--- config.mk ---
export PLATFORM = sky130hd
export DESIGN_NAME = mult_control
export DESIGN_NICKNAME = d
export VERILOG_FILES = /design/src/rtl/mips_mult_pkg.sv /design/src/rtl/hilo_regs.sv /design/src/rtl/mult_control.sv
export SDC_FILE = /design/constraint.sdc
export NUM_CORES = 1
export LEC_CHECK = 0
export BUFFER_PORTS_ARGS = -buffer_cell sky130_fd_sc_hd__buf_2
export CAP_MARGIN = 20
export CORE_MARGIN = 10
export CORE_UTILIZATION = 52
export CTS_BUF_LIST = sky130_fd_sc_hd__clkbuf_4 sky130_fd_sc_hd__clkbuf_8
export DETAILED_ROUTE_END_ITERATION = 7
export HOLD_SLACK_MARGIN = 0.06
export PLACE_DENSITY = 0.84
export SKIP_LAST_GASP = 1
export SLEW_MARGIN = 0
export SYNTH_ARGS = -nofsm -noshare
export SYNTH_HDL_FRONTEND = slang
export SYNTH_SLANG_ARGS = --single-unit
--- constraint.sdc ---
create_clock -name Clk -period 4.95 [get_ports Clk]
set_input_delay 0 -clock Clk [delete_from_list [all_inputs] [get_ports Clk]]
set_output_delay 0 -clock Clk [all_outputs]
set_load 0.01 [all_outputs]
--- src/rtl/mips_mult_pkg.sv ---
// Shared definitions between the multiply controller and the shift-add multiplication unit.
package mips_mult_pkg;

  localparam int unsigned STATE_W = 6;
  localparam int unsigned DATA_W  = 32;
  localparam int unsigned PROD_W  = 2 * DATA_W;

  // State codes understood by the multiplication unit
  localparam logic [STATE_W-1:0] MULT_IDLE = 6'd0;
  localparam logic [STATE_W-1:0] MULT_INIT = 6'd1;
  localparam logic [STATE_W-1:0] MULT_WORK = 6'd2;

  typedef enum logic [1:0] {
    C_IDLE = 2'd0,
    C_INIT = 2'd1,
    C_WORK = 2'd2
  } ctrl_state_t;

endpackage

--- src/rtl/hilo_regs.sv ---
// Architectural HI/LO storage; a product write overrides any move-to write in the same cycle.
module hilo_regs
  import mips_mult_pkg::*;
(
  input  logic              clk,
  input  logic              rst,
  input  logic              hi_we,
  input  logic              lo_we,
  input  logic [DATA_W-1:0] wr_data,
  input  logic              prod_we,
  input  logic [PROD_W-1:0] prod,
  output logic [DATA_W-1:0] hi,
  output logic [DATA_W-1:0] lo
);

  logic [DATA_W-1:0] hi_q, hi_d;
  logic [DATA_W-1:0] lo_q, lo_d;

  always_comb begin
    hi_d = hi_q;
    lo_d = lo_q;
    if (prod_we) begin
      hi_d = prod[PROD_W-1:DATA_W];
      lo_d = prod[DATA_W-1:0];
    end else begin
      if (hi_we) hi_d = wr_data;
      if (lo_we) lo_d = wr_data;
    end
  end

  always_ff @(posedge clk or posedge rst) begin
    if (rst) begin
      hi_q <= '0;
      lo_q <= '0;
    end else begin
      hi_q <= hi_d;
      lo_q <= lo_d;
    end
  end

  assign hi = hi_q;
  assign lo = lo_q;

endmodule

--- src/rtl/mult_control.sv ---
// Sequences the unsigned shift-add multiplier, applies sign magnitude for MULT,
// and owns HI/LO including the move-to ports.
module mult_control
  import mips_mult_pkg::*;
(
  input  logic               Clk,
  input  logic               reset,
  input  logic               start,
  input  logic               signed_op,
  input  logic [DATA_W-1:0]  op_a,
  input  logic [DATA_W-1:0]  op_b,
  input  logic               mthi,
  input  logic               mtlo,
  input  logic [DATA_W-1:0]  wr_data,
  input  logic               mult_end,
  input  logic [PROD_W-1:0]  mult_result,
  output logic [STATE_W-1:0] mult_state,
  output logic [DATA_W-1:0]  mult_lhs,
  output logic [DATA_W-1:0]  mult_rhs,
  output logic [DATA_W-1:0]  hi,
  output logic [DATA_W-1:0]  lo,
  output logic               busy,
  output logic               done
);

  ctrl_state_t       state_q, state_d;
  logic [DATA_W-1:0] lhs_q, lhs_d;
  logic [DATA_W-1:0] rhs_q, rhs_d;
  logic              neg_q, neg_d;
  logic              busy_q, busy_d;
  logic              done_q, done_d;

  logic              hi_we_c, lo_we_c, prod_we_c;
  logic [PROD_W-1:0] prod_c;

  // Next-state, operand capture and HI/LO write enables
  always_comb begin
    state_d   = state_q;
    lhs_d     = lhs_q;
    rhs_d     = rhs_q;
    neg_d     = neg_q;
    done_d    = 1'b0;
    hi_we_c   = 1'b0;
    lo_we_c   = 1'b0;
    prod_we_c = 1'b0;

    case (state_q)
      C_IDLE: begin
        hi_we_c = mthi;
        lo_we_c = mtlo;
        if (start) begin
          // 0x80000000 negates to itself, which the unsigned multiplier reads as 2^31
          lhs_d   = (signed_op && op_a[DATA_W-1]) ? (~op_a + DATA_W'(1)) : op_a;
          rhs_d   = (signed_op && op_b[DATA_W-1]) ? (~op_b + DATA_W'(1)) : op_b;
          neg_d   = signed_op & (op_a[DATA_W-1] ^ op_b[DATA_W-1]);
          state_d = C_INIT;
        end
      end
      C_INIT: state_d = C_WORK;
      C_WORK: begin
        if (mult_end) begin
          prod_we_c = 1'b1;
          done_d    = 1'b1;
          state_d   = C_IDLE;
        end
      end
      default: state_d = C_IDLE;
    endcase

    busy_d = (state_d != C_IDLE);
  end

  always_ff @(posedge Clk or posedge reset) begin
    if (reset) begin
      state_q <= C_IDLE;
      lhs_q   <= '0;
      rhs_q   <= '0;
      neg_q   <= 1'b0;
      busy_q  <= 1'b0;
      done_q  <= 1'b0;
    end else begin
      state_q <= state_d;
      lhs_q   <= lhs_d;
      rhs_q   <= rhs_d;
      neg_q   <= neg_d;
      busy_q  <= busy_d;
      done_q  <= done_d;
    end
  end

  always_comb begin
    case (state_q)
      C_INIT:  mult_state = MULT_INIT;
      C_WORK:  mult_state = MULT_WORK;
      default: mult_state = MULT_IDLE;
    endcase
  end

  assign prod_c = neg_q ? (~mult_result + PROD_W'(1)) : mult_result;

  hilo_regs u_hilo_regs (
    .clk     (Clk),
    .rst     (reset),
    .hi_we   (hi_we_c),
    .lo_we   (lo_we_c),
    .wr_data (wr_data),
    .prod_we (prod_we_c),
    .prod    (prod_c),
    .hi      (hi),
    .lo      (lo)
  );

  assign mult_lhs = lhs_q;
  assign mult_rhs = rhs_q;
  assign busy     = busy_q;
  assign done     = done_q;

endmodule

# Word level (Yosys, flattened, before mapping)
# Cells that the tools add are included.
[op_classes] n_addsub=3 eq_ne=2 n_mux=15 n_bitwise=5 reduce_logical=7
[op_table] op="two-way mux 32 bit" count=6
[op_table] op="adder 32 x 1 -> 32 bit (second input constant)" count=2
[op_table] op="adder 64 x 1 -> 64 bit (second input constant)" count=1
[op_table] op="two-way mux 64 bit" count=1
[op_table] op="NOT 32 bit" count=2
[op_table] op="NOT 64 bit" count=1
[op_table] op="one-hot mux 2 bit (3 select lines)" count=1
[op_table] op="nonzero test 2 bit" count=3
[op_table] op="two-way mux 1 bit" count=4
[op_table] op="two-way mux 2 bit" count=2
[op_table] op="one-hot mux 2 bit (2 select lines)" count=1
[op_table] op="== test 2 x 1 -> 1 bit (second input constant)" count=1
[op_table] op="== test 2 bit (second input constant)" count=1
[op_table] op="logical AND 1 bit" count=2
[op_table] op="logical NOT 2 bit" count=1
[op_table] op="AND reduction 2 bit" count=1
[op_table] op="bitwise AND 1 bit" count=1
[op_table] op="bitwise XOR 1 bit" count=1
[word_totals] regBits=133 inputBits=167 output_inout_bits=136 wordCells=40

# Depth between registers and ports, before layout
# Gate-level depths: netlist of run 1.
[logic_depth] depth_word=4 ltp_mapped=8 mapped_depth_nobuf=8

# Cells and area by module
# From an unflattened synthesis of run 1, not the netlist that was laid out.
[hier_totals] hier_cells=919 hier_area_um2=8391.8
[modules_own_cells] module="mult_control" n_inst=1 cells_each=640 area_each_um2=5372.7 seq_area_each_um2=1726.7
[modules_own_cells] module="hilo_regs" n_inst=1 cells_each=279 area_each_um2=3019.1 seq_area_each_um2=1601.5

# Worst setup path before layout of run 1
# No wires, ideal clock.
[synth_path] path_kind="in2reg" startpoint="input port op_a[10]" endpoint="register lhs_q[22], in the netlist mult_lhs[22]" setup_time_ns=0.130 t_arrival_ns=2.133 required_time_ns=4.820 path_slack_ns=2.688 cell_stages=7 n_path_buf=1 cell_sequence="or4_4 -> or4_4 -> or4b_4 -> buf_6 -> o41ai_4 -> xor2_1 -> o21ai_1"
[synth_between] elab_chain_cells=3
[synth_rtl] element="start, declared" line="mult_control.sv:10" rtl="input logic [DATA_W-1:0] op_a,"
[synth_rtl] element="NOT 32 bit" line="mult_control.sv:53" rtl="lhs_d = (signed_op && op_a[DATA_W-1]) ? (~op_a + DATA_W'(1)) : op_a;"
[synth_rtl] element="adder 32 x 1 -> 32 bit" line="mult_control.sv:53"
[synth_rtl] element="two-way mux 32 bit" line="mult_control.sv:53"
[synth_rtl] element="end signal, assigned" line="mult_control.sv:83" rtl="lhs_q <= lhs_d;"
[synth_rtl] element="end, declared" line="mult_control.sv:27" rtl="logic [DATA_W-1:0] lhs_q, lhs_d;"
# Every way passes these cells.
# A chain may end at the register's enable or synchronous reset.

# Final worst setup path of run 1
[layout_path] startpoint="input port mult_result[4]" endpoint="register u_hilo_regs.hi_q[16], in the netlist u_hilo_regs.hi[16]"
[layout_between] elab_chain_cells=4
[layout_rtl] element="start, declared" line="mult_control.sv:16" rtl="input logic [PROD_W-1:0] mult_result,"
[layout_rtl] element="NOT 64 bit" line="mult_control.sv:99" rtl="assign prod_c = neg_q ? (~mult_result + PROD_W'(1)) : mult_result;"
[layout_rtl] element="adder 64 x 1 -> 64 bit" line="mult_control.sv:99"
[layout_rtl] element="two-way mux 64 bit" line="mult_control.sv:99"
[layout_rtl] element="two-way mux 32 bit" line="hilo_regs.sv:22" rtl="if (prod_we) begin"
[layout_rtl] element="end signal, assigned" line="hilo_regs.sv:36" rtl="hi_q <= hi_d;"
[layout_rtl] element="end, declared" line="hilo_regs.sv:16" rtl="logic [DATA_W-1:0] hi_q, hi_d;"
# Every way passes these cells.

==> impl_metrics.toml, run 1 <==
[sta]
post-route-min-period_ns = 3.428
fmax_mhz = 291.7
fin_crit_sh_pct = 69.26
slew_headroom_pct = 28.67
finalMaxSlewViolations = 0
max_slew.worst_pin.slew_ns = 1.070
setup_violations = 0
skew_ns = 0.01091
hold_viol = 0
finalSetupTns_ns = 0
rsz0062_at_grt = "false"

[critical_path]
critPathCaptureType = "flip-flop"
path_class = "primary input to flip-flop"
timing.rr.end = "u_hilo_regs.lo[3]$_DFFE_PP0P_"
cp_cell_sequence = "dlygate4sd3_1, buf_2, or3_1, nor4_1, nand4_1, o31ai_1, xor2_1, dlygate4sd3_1, a21oi_1"
rr_worst_depth = 6
critPathLaunch = "mult_result[4]"
slowest_delay_ns = 0.66
crit_path_max_fanout = 8
r2r-start = "state_q[1]$_DFF_PP0_"
slowest_stage = "nor4_1"
critPathRequiredTime_ns = 5.26
cpMostUsedCell = "dlygate4sd3_1"
reg2reg_slack_ns = 1.97
startpoint_type = "primary input"
critical_path_arrival_ns = 3.74

[final_layout]
nNetsFinal = 1552
layout.area.seq_um2 = 3329
nFillCells = 910
final_cells = 1619
multiInputGateArea_um2 = 4532
drive_gt1_share_pct = 25.16
flow.area_growth_from_synthesis_pct = 48.60

[global_routing]
grt_max_degree = 126
grt_antenna_before_repair = 10
grt_usage_pct = 32.73
grt_overflow = 0
grt_pass1_vias = 10040
grt_first_pass_wirelength_mm = 56.46

[die]
die-area_um2 = 21080
core_area_um2 = 15260
die_w_um = 145.2
die_h_um = 145.2
num_rows = 45
ios = 303
initial_core_util_pct = 53.42

[yosys]
netlist_top_cells_count = "dfrtp_1 (133), nand2_1 (104), o21ai_0 (89)"
synth_top_family_by_area = "compound AO/OA/AOI/OAI gates"
synth_ff_type = "dfrtp_1"
synth_cells = 926
synth_top_cell_area_share_pct = 40.84
synth_xor_area_share_pct = 13.00
synth_fa_ha_area_share_pct = 0.4605
yosys-mux-area-fraction_pct = 1.228
yosysTopAreaCell = "dfrtp_1"
synth_warnings = 0
synth_edf_count = 0
syn_area_um2 = 8150
yosysSeqAreaShare_pct = 40.84
synth_most_common_cell = "dfrtp_1"
netlist_top_cells_area = "dfrtp_1 (41%), xor2_1 (9.2%), o21ai_0 (5.5%)"
synth_compound_area_share_pct = 21.57
async_flop_share_pct = 100.0
ys_ff_latch = 133
ys_types = 45
synth-simple-area-share_pct = 19.04
syn_avg_cell_area_um2 = 8.802

[clock_tree]
cts_tree = "done"
cts_root_buf = "clkbuf_8"
post_cts_buffers = 0
clock_latency_ns = 0.46
cts_buffer_depth = 2
h-tree-depth = 4
cts_made_buffers = 17
numClockSinks = 133
clk_pin_slew_worst_paths_ns = 0.09

[power_and_ir_drop]
ir_worst_vdd_mv = 0.3767
power_density_nw_per_um2 = 516.7
leakage_nw = 5.287

[run_status]
status = "complete, no violations"

[routing]
num_vias = 9926
avgViaCountPerCell = 6.131
drt_iter0_drc = 1080
wl_per_cell_um = 22.57
dr.pass1.iters = 6
drc = 0
drt-total-wl_mm = 36.54
postRouteAntennaNets = 0

[placement]
portBuffers = 298
dp_hpwl_mm = 21.08
place_inst = 1380
routabilityCongestion = 0.9006

[hold_path]
worstHoldStart = "mult_result[16]"
holdPathStages = 4
hp-class = "primary input to flip-flop"
hold_end = "u_hilo_regs.lo[20]$_DFFE_PP0P_"

[job]
max_cap_violations = 0
[cells by family after synthesis]
kind of cell,after synthesis
and+or+nand+nor,296
AOI/OAI and AO/OA,285
DFF,133
xor gates and xnor gates,121
buffers and inverters,77
muxes,10
adders and majority gates,3
other,1
[sequential cells by signal (all words and copies together) (netlist names)]
name,cells
neg_q,1
u_hilo_regs.hi,32
done,1
u_hilo_regs.lo,32
mult_lhs,32
mult_rhs,32
state_q,2
busy,1
[report_power, final]
group,internal [mW],switching (mW),total [mW]
clock,0.464,0.496,0.960
combinational,1.47,1.79,3.26
sequential,1.63,0.411,2.04
total,3.56,2.70,6.26
[layout make-up]
class | count | area share, %
clock inverter | 14 | 1.260
tap | 211 | 2.180
sequential | 133 | 27.49
timing repair buffer | 496 | 28.82
clock buffer | 18 | 2.045
multi-input combinational | 719 | 37.42
inverter | 15 | 0.5165
antenna | 13 | 0.2686
[per-layer routing]
metal	part of all wire (%)	global-route usage (%)	routed length (um)
met1	35	36.76	12950
met5	0	0	0
met4	5.8	16.48	2126
met2	47	54.27	17360
met3	11	11.21	4111
[worst max-delay path by stage]
stage,end,depth (start not counted)
floorplan,busy$_DFF_PP0_,1
global placement,u_hilo_regs.hi[28]$_DFFE_PP0P_,7
detailed placement,u_hilo_regs.hi[28]$_DFFE_PP0P_,7
CTS,u_hilo_regs.hi[28]$_DFFE_PP0P_,9
global route,u_hilo_regs.hi[27]$_DFFE_PP0P_,9
finish,u_hilo_regs.hi[16]$_DFFE_PP0P_,9
[timing repair]
item	in CTS	in global routing
hold endpoints to repair	230	7
resized for setup	0	0
hold buffers	191	1
[layout by cell type, fill, tap and decap left out, types with 5 or more instances in the layout]
cell	count
mux2i_1	10
o21ai_0	89
xor2_1	86
nor4_1	19
clkbuf_8	18
o41ai_1	19
diode_2	13
dlygate4sd3_1	192
nor2_1	31
or3_1	15
clkinvlp_4	7
nand3_1	9
inv_1	12
a21oi_1	77
buf_2	298
dfrtp_1	132
nor2b_1	59
o31ai_1	33
a211oi_1	55
nand2_1	103
or4_1	22
nand2b_1	5
nor3_1	12
xnor2_1	35
[worst max-delay path: cells and delay by family]
family	cells	cell delay, ns
simple gates	3	1.70
buf+inv	3	1.29
compound gates	2	0.51
xor+xnor	1	0.23
[through the flow]
step	power [mW]	cell area (um2)	hold WS, ns	utilization [%]	worst slack (ns)
after floorplan	3.523	8162	0.09912	-	1.396
after global placement	4.531	9709	0.2519	63.63	2.310
after detailed placement	4.598	9709	0.2618	63.63	2.270
after CTS	5.979	12020	0.06292	78.79	1.667
after global routing	6.613	12100	0.1181	79.29	1.359
final	6.258	12110	0.09000	79.38	1.522
Power figures use the tool's default switching activity.
==> run 2: changes to the inputs <==
==> constraint.sdc (replaced) <==
create_clock -name Clk -period 3.2 [get_ports Clk]
set_input_delay 0 -clock Clk [delete_from_list [all_inputs] [get_ports Clk]]
set_output_delay 0 -clock Clk [all_outputs]
set_load 0.01 [all_outputs]
==> impl_metrics.toml, run 2 (synthesis results as in run 1) <==
[placement]
place_inst = 1388
routabilityCongestion = 0.9211
portBuffers = 298
dp_hpwl_mm = 21.42

[clock_tree]
clk_pin_slew_worst_paths_ns = 0.08
numClockSinks = 133
cts_root_buf = "clkbuf_8"
cts_buffer_depth = 2
cts_made_buffers = 17
h-tree-depth = 4
cts_tree = "done"
clock_latency_ns = 0.48

[hold_path]
holdPathStages = 4
worstHoldStart = "mult_result[16]"
hold_end = "u_hilo_regs.lo[20]$_DFFE_PP0P_"
hp-class = "primary input to flip-flop"

[routing]
num_vias = 9971
dr.pass1.iters = 6
wl_per_cell_um = 22.52
postRouteAntennaNets = 0
drc = 0
avgViaCountPerCell = 6.110
drt-total-wl_mm = 36.75
drt_iter0_drc = 972

[final_layout]
drive_gt1_share_pct = 25.90
nFillCells = 861
flow.area_growth_from_synthesis_pct = 51.17
final_cells = 1632
mostFrequentLayoutCells = "buf_2 (298), dlygate4sd3_1 (201), dfrtp_1 (132), nand2_1 (103), o21ai_0 (88)"
nNetsFinal = 1570
final_common_cell = "buf_2"

[power_and_ir_drop]
clkPwrFrac_pct = 16.3
share_seq_of_total_power_pct = 32.7
ir_worst_vdd_mv = 0.5949
switchingPower_mw = 4.119
power.share.switching_pct = 42.35
p_comb_share_pct = 51.0
leakage_nw = 5.392
p_int_mw = 5.608
power_density_nw_per_um2 = 789.4

[sta]
fmax_mhz = 315.3
skew_ns = 0.01597
hold_viol = 0
finalMaxSlewViolations = 0
slew_headroom_pct = 31.71
post-route-min-period_ns = 3.172
fin_crit_sh_pct = 99.12
setup_violations = 0
finalSetupTns_ns = 0
max_slew.worst_pin.slew_ns = 1.024

[global_routing]
grt_overflow = 0
grt_antenna_before_repair = 8
grt_usage_pct = 33.13
grt_first_pass_wirelength_mm = 56.76
grt_max_degree = 75
grt_pass1_vias = 10130

[die]
die-area_um2 = 21080
initial_core_util_pct = 53.42
ios = 303
die_w_um = 145.2
num_rows = 45
core_area_um2 = 15260
die_h_um = 145.2

[run_status]
status = "complete, no violations"

[critical_path]
reg2reg_slack_ns = 0.21
r2r-start = "neg_q$_DFFE_PP0P_"
path_class = "primary input to flip-flop"
rr_worst_depth = 7
critPathRequiredTime_ns = 3.59
critical_path_arrival_ns = 3.56
crit_path_max_fanout = 5
timing.rr.end = "u_hilo_regs.lo[4]$_DFFE_PP0P_"
startpoint_type = "primary input"
critPathCaptureType = "flip-flop"

[job]
max_cap_violations = 0
## run 2: cell type report
type                    instances  area, um2  area share (%)
inverters                      15      61.31          0.4976
repair buffers                514       3641           29.55
well taps                     211      264.0           2.143
multi-input cells             719       4573           37.12
clock inverters                11      148.9           1.208
flip-flops and latches        133       3329           27.02
diodes                          8      20.02          0.1625
clock buffers                  21      282.8           2.295
## run 2: worst max path at each step
stage,slack (ns),to,start,cells after the start
after detailed placement,0.46,u_hilo_regs.hi[29]$_DFFE_PP0P_,mult_result[4],7
after CTS,0.008,u_hilo_regs.hi[17]$_DFFE_PP0P_,mult_result[1],9
final,0.03,mult_rhs[31]$_DFFE_PP0P_,op_b[2],9
after global placement,0.50,u_hilo_regs.hi[28]$_DFFE_PP0P_,mult_result[4],7
after floorplan,0.94,mult_lhs[22]$_DFFE_PP0P_,op_a[10],7
after global routing,-0.007,u_hilo_regs.hi[17]$_DFFE_PP0P_,mult_result[22],9
## run 2: power by group through the flow
stage	Sequential (mW)	Clock [mW]	Combinational, mW
detailed placement	3.07	0	4.08
global placement	3.06	0	3.98
global route	3.23	1.65	5.36
CTS	3.06	1.58	4.72
finish	3.18	1.59	4.97
floorplan	3.32	0	2.13
## run 2: timing repair
| item | CTS | global route |
|---|---|---|
| setup endpoints to repair | 0 | 23 |
| hold buffers | 201 | 0 |
| resized for setup | 0 | 8 |
| hold endpoints to repair | 153 | 0 |
| buffers inserted | 0 | 3 |
## run 2: worst max-delay path: stages
cell           delay, ns
dlygate4sd3_1       0.60
buf_2               0.18
or4_1               0.61
or3_1               0.52
and3b_1             0.41
nand2_1             0.10
o21ai_0             0.30
a31o_2              0.24
dlygate4sd3_1       0.59
## run 2: stage by stage
step / setup slack (ns) / instance area (um2) / power (mW) / util [%] / hold WS, ns
after global placement: 0.4965 / 9793 / 7.037 / 64.18 / 0.1116
after CTS: 0.007568 / 12240 / 9.359 / 80.20 / 0.07347
final: 0.02810 / 12320 / 9.726 / 80.75 / 0.09551
after detailed placement: 0.4584 / 9793 / 7.149 / 64.18 / 0.1057
after floorplan: 0.9377 / 8165 / 5.450 / - / 0.09912
after global routing: -0.006593 / 12320 / 10.25 / 80.71 / 0.1085
## run 2: routing by layer
metal | vias up | global-route usage (%) | wire length, um
met3 | 209 | 11.18 | 4369
li1 | 4285 | - | -
met4 | 2 | 19.67 | 2217
met2 | 876 | 55.03 | 17610
met1 | 4599 | 36.10 | 12540
met5 | - | 0 | 13
==> run 3: changes to the inputs <==
--- a/config.mk
+++ b/config.mk
@@ -13,6 +13,7 @@
 export DETAILED_ROUTE_END_ITERATION = 7
 export HOLD_SLACK_MARGIN = 0.06
 export PLACE_DENSITY = 0.84
+export SETUP_SLACK_MARGIN = 0.4
 export SKIP_LAST_GASP = 1
 export SLEW_MARGIN = 0
 export SYNTH_ARGS = -nofsm -noshare
==> impl_metrics.toml, run 3 (synthesis results as in run 1) <==
[clock_tree]
h-tree-depth = 4
clk_pin_slew_worst_paths_ns = 0.09
cts_buffer_depth = 2
clock_latency_ns = 0.47
cts_root_buf = "clkbuf_8"
cts_made_buffers = 17
numClockSinks = 133
cts_tree = "done"

[routing]
num_vias = 10010
drt-total-wl_mm = 36.99
avgViaCountPerCell = 6.108
drt_iter0_drc = 1064
wl_per_cell_um = 22.58
postRouteAntennaNets = 0
drc = 0
dr.pass1.iters = 6

[hold_path]
worstHoldStart = "op_a[11]"
hold_end = "mult_lhs[13]$_DFFE_PP0P_"
hp-class = "primary input to flip-flop"
holdPathStages = 5

[placement]
dp_hpwl_mm = 21.42
dp_slack_ns = 0.4584
placed_area_um2 = 9793
place_inst = 1388
routabilityCongestion = 0.9211
portBuffers = 298

[die]
die_h_um = 145.2
die-area_um2 = 21080
num_rows = 45
core_area_um2 = 15260
ios = 303
initial_core_util_pct = 53.42
die_w_um = 145.2

[sta]
fin_crit_sh_pct = 90.55
finalSetupTns_ns = 0
rsz0062_at_grt = "true"
setup_violations = 0
slew_headroom_pct = 30.30
fmax_mhz = 345.1
max_slew.worst_pin.slew_ns = 1.045
finalMaxSlewViolations = 0
skew_ns = 0.01821
hold_viol = 0
hold_ws_ns = 0.09984
finalWorstSetupSlack_ns = 0.3024
post-route-min-period_ns = 2.898

[power_and_ir_drop]
total_power_mw = 9.775
ir_worst_vdd_mv = 0.4705
power_density_nw_per_um2 = 787.2
leakage_nw = 5.420

[run_status]
status = "complete, no violations"

[final_layout]
postLayoutCoreUtil_pct = 81.39
fin_area_um2 = 12420
drive_gt1_share_pct = 27.03
mostFrequentLayoutCells = "buf_2 (298), dlygate4sd3_1 (201), dfrtp_1 (132), nand2_1 (103)"
final_cells = 1638
final_common_cell = "buf_2"
flow.area_growth_from_synthesis_pct = 52.36
nNetsFinal = 1574

[global_routing]
grt_overflow = 0
grt_antenna_before_repair = 8
grt_usage_pct = 32.50
grt_first_pass_wirelength_mm = 55.88
grt_max_degree = 75
grt_pass1_vias = 10140

[job]
max_cap_violations = 0

[critical_path]
critPathCaptureType = "flip-flop"
r2r-start = "state_q[1]$_DFF_PP0_"
crit_path_max_fanout = 7
timing.rr.end = "u_hilo_regs.lo[15]$_DFFE_PP0P_"
critPathRequiredTime_ns = 3.54
reg2reg_slack_ns = 0.62
startpoint_type = "primary input"
path_class = "primary input to flip-flop"
rr_worst_depth = 7
critical_path_arrival_ns = 3.24
run 3: changes by cell type in the layout (fill, tap and decap cells not counted), sizes merged:
| cell | change |
|---|---|
| buf | +4 |
| diode | +2 |
run 3: worst max-delay path: stages:
cell           delay (ns)
dlygate4sd3_1        0.56
buf_2                0.16
or4_1                0.56
nor3_2               0.25
or4b_4               0.59
o31ai_2              0.27
xor2_1               0.20
dlygate4sd3_1        0.57
o21ai_1              0.07
run 3: worst max-delay path by stage:
stage / start / end / slack (ns)
floorplan: op_a[10] / mult_lhs[22]$_DFFE_PP0P_ / 0.94
global placement: mult_result[4] / u_hilo_regs.hi[28]$_DFFE_PP0P_ / 0.50
detailed placement: mult_result[4] / u_hilo_regs.hi[29]$_DFFE_PP0P_ / 0.46
CTS: op_a[4] / mult_lhs[22]$_DFFE_PP0P_ / 0.42
global route: op_a[5] / mult_lhs[24]$_DFFE_PP0P_ / 0.27
finish: op_a[5] / mult_lhs[18]$_DFFE_PP0P_ / 0.30
run 3: power by group:
part / leakage (nW) / switching [mW] / internal, mW / total, mW
Combinational: 3.60 / 2.75 / 2.28 / 5.03
Clock: 0.212 / 0.745 / 0.843 / 1.59
Sequential: 1.61 / 0.638 / 2.52 / 3.16
Total: 5.42 / 4.13 / 5.64 / 9.78
run 3: repair_timing:
action,in CTS,in global routing
resized for setup,0,26
endpoints found under the setup margin,0,40
hold buffers,202,0
hold endpoints to repair,153,0
setup buffers,0,7
run 3: area by class of cell:
class	instances	area, um2
Sequential cell	133	3329
Timing Repair Buffer	518	3679
Clock inverter	11	148.9
Inverter	15	61.31
Antenna cell	10	25.02
Multi-Input combinational cell	719	4628
Fill cell	847	2840
Tap cell	211	264.0
Clock buffer	21	282.8
run 3: per-layer routing:
layer | routed length [um] | part of all wire (%) | vias up | global-route usage, %
li1 | - | - | 4287 | -
met1 | 12610 | 34 | 4647 | 35.84
met2 | 17860 | 48 | 856 | 54.39
met3 | 4455 | 12 | 213 | 10.77
met4 | 2041 | 5.5 | 2 | 17.64
met5 | 13 | 0.035 | - | 0
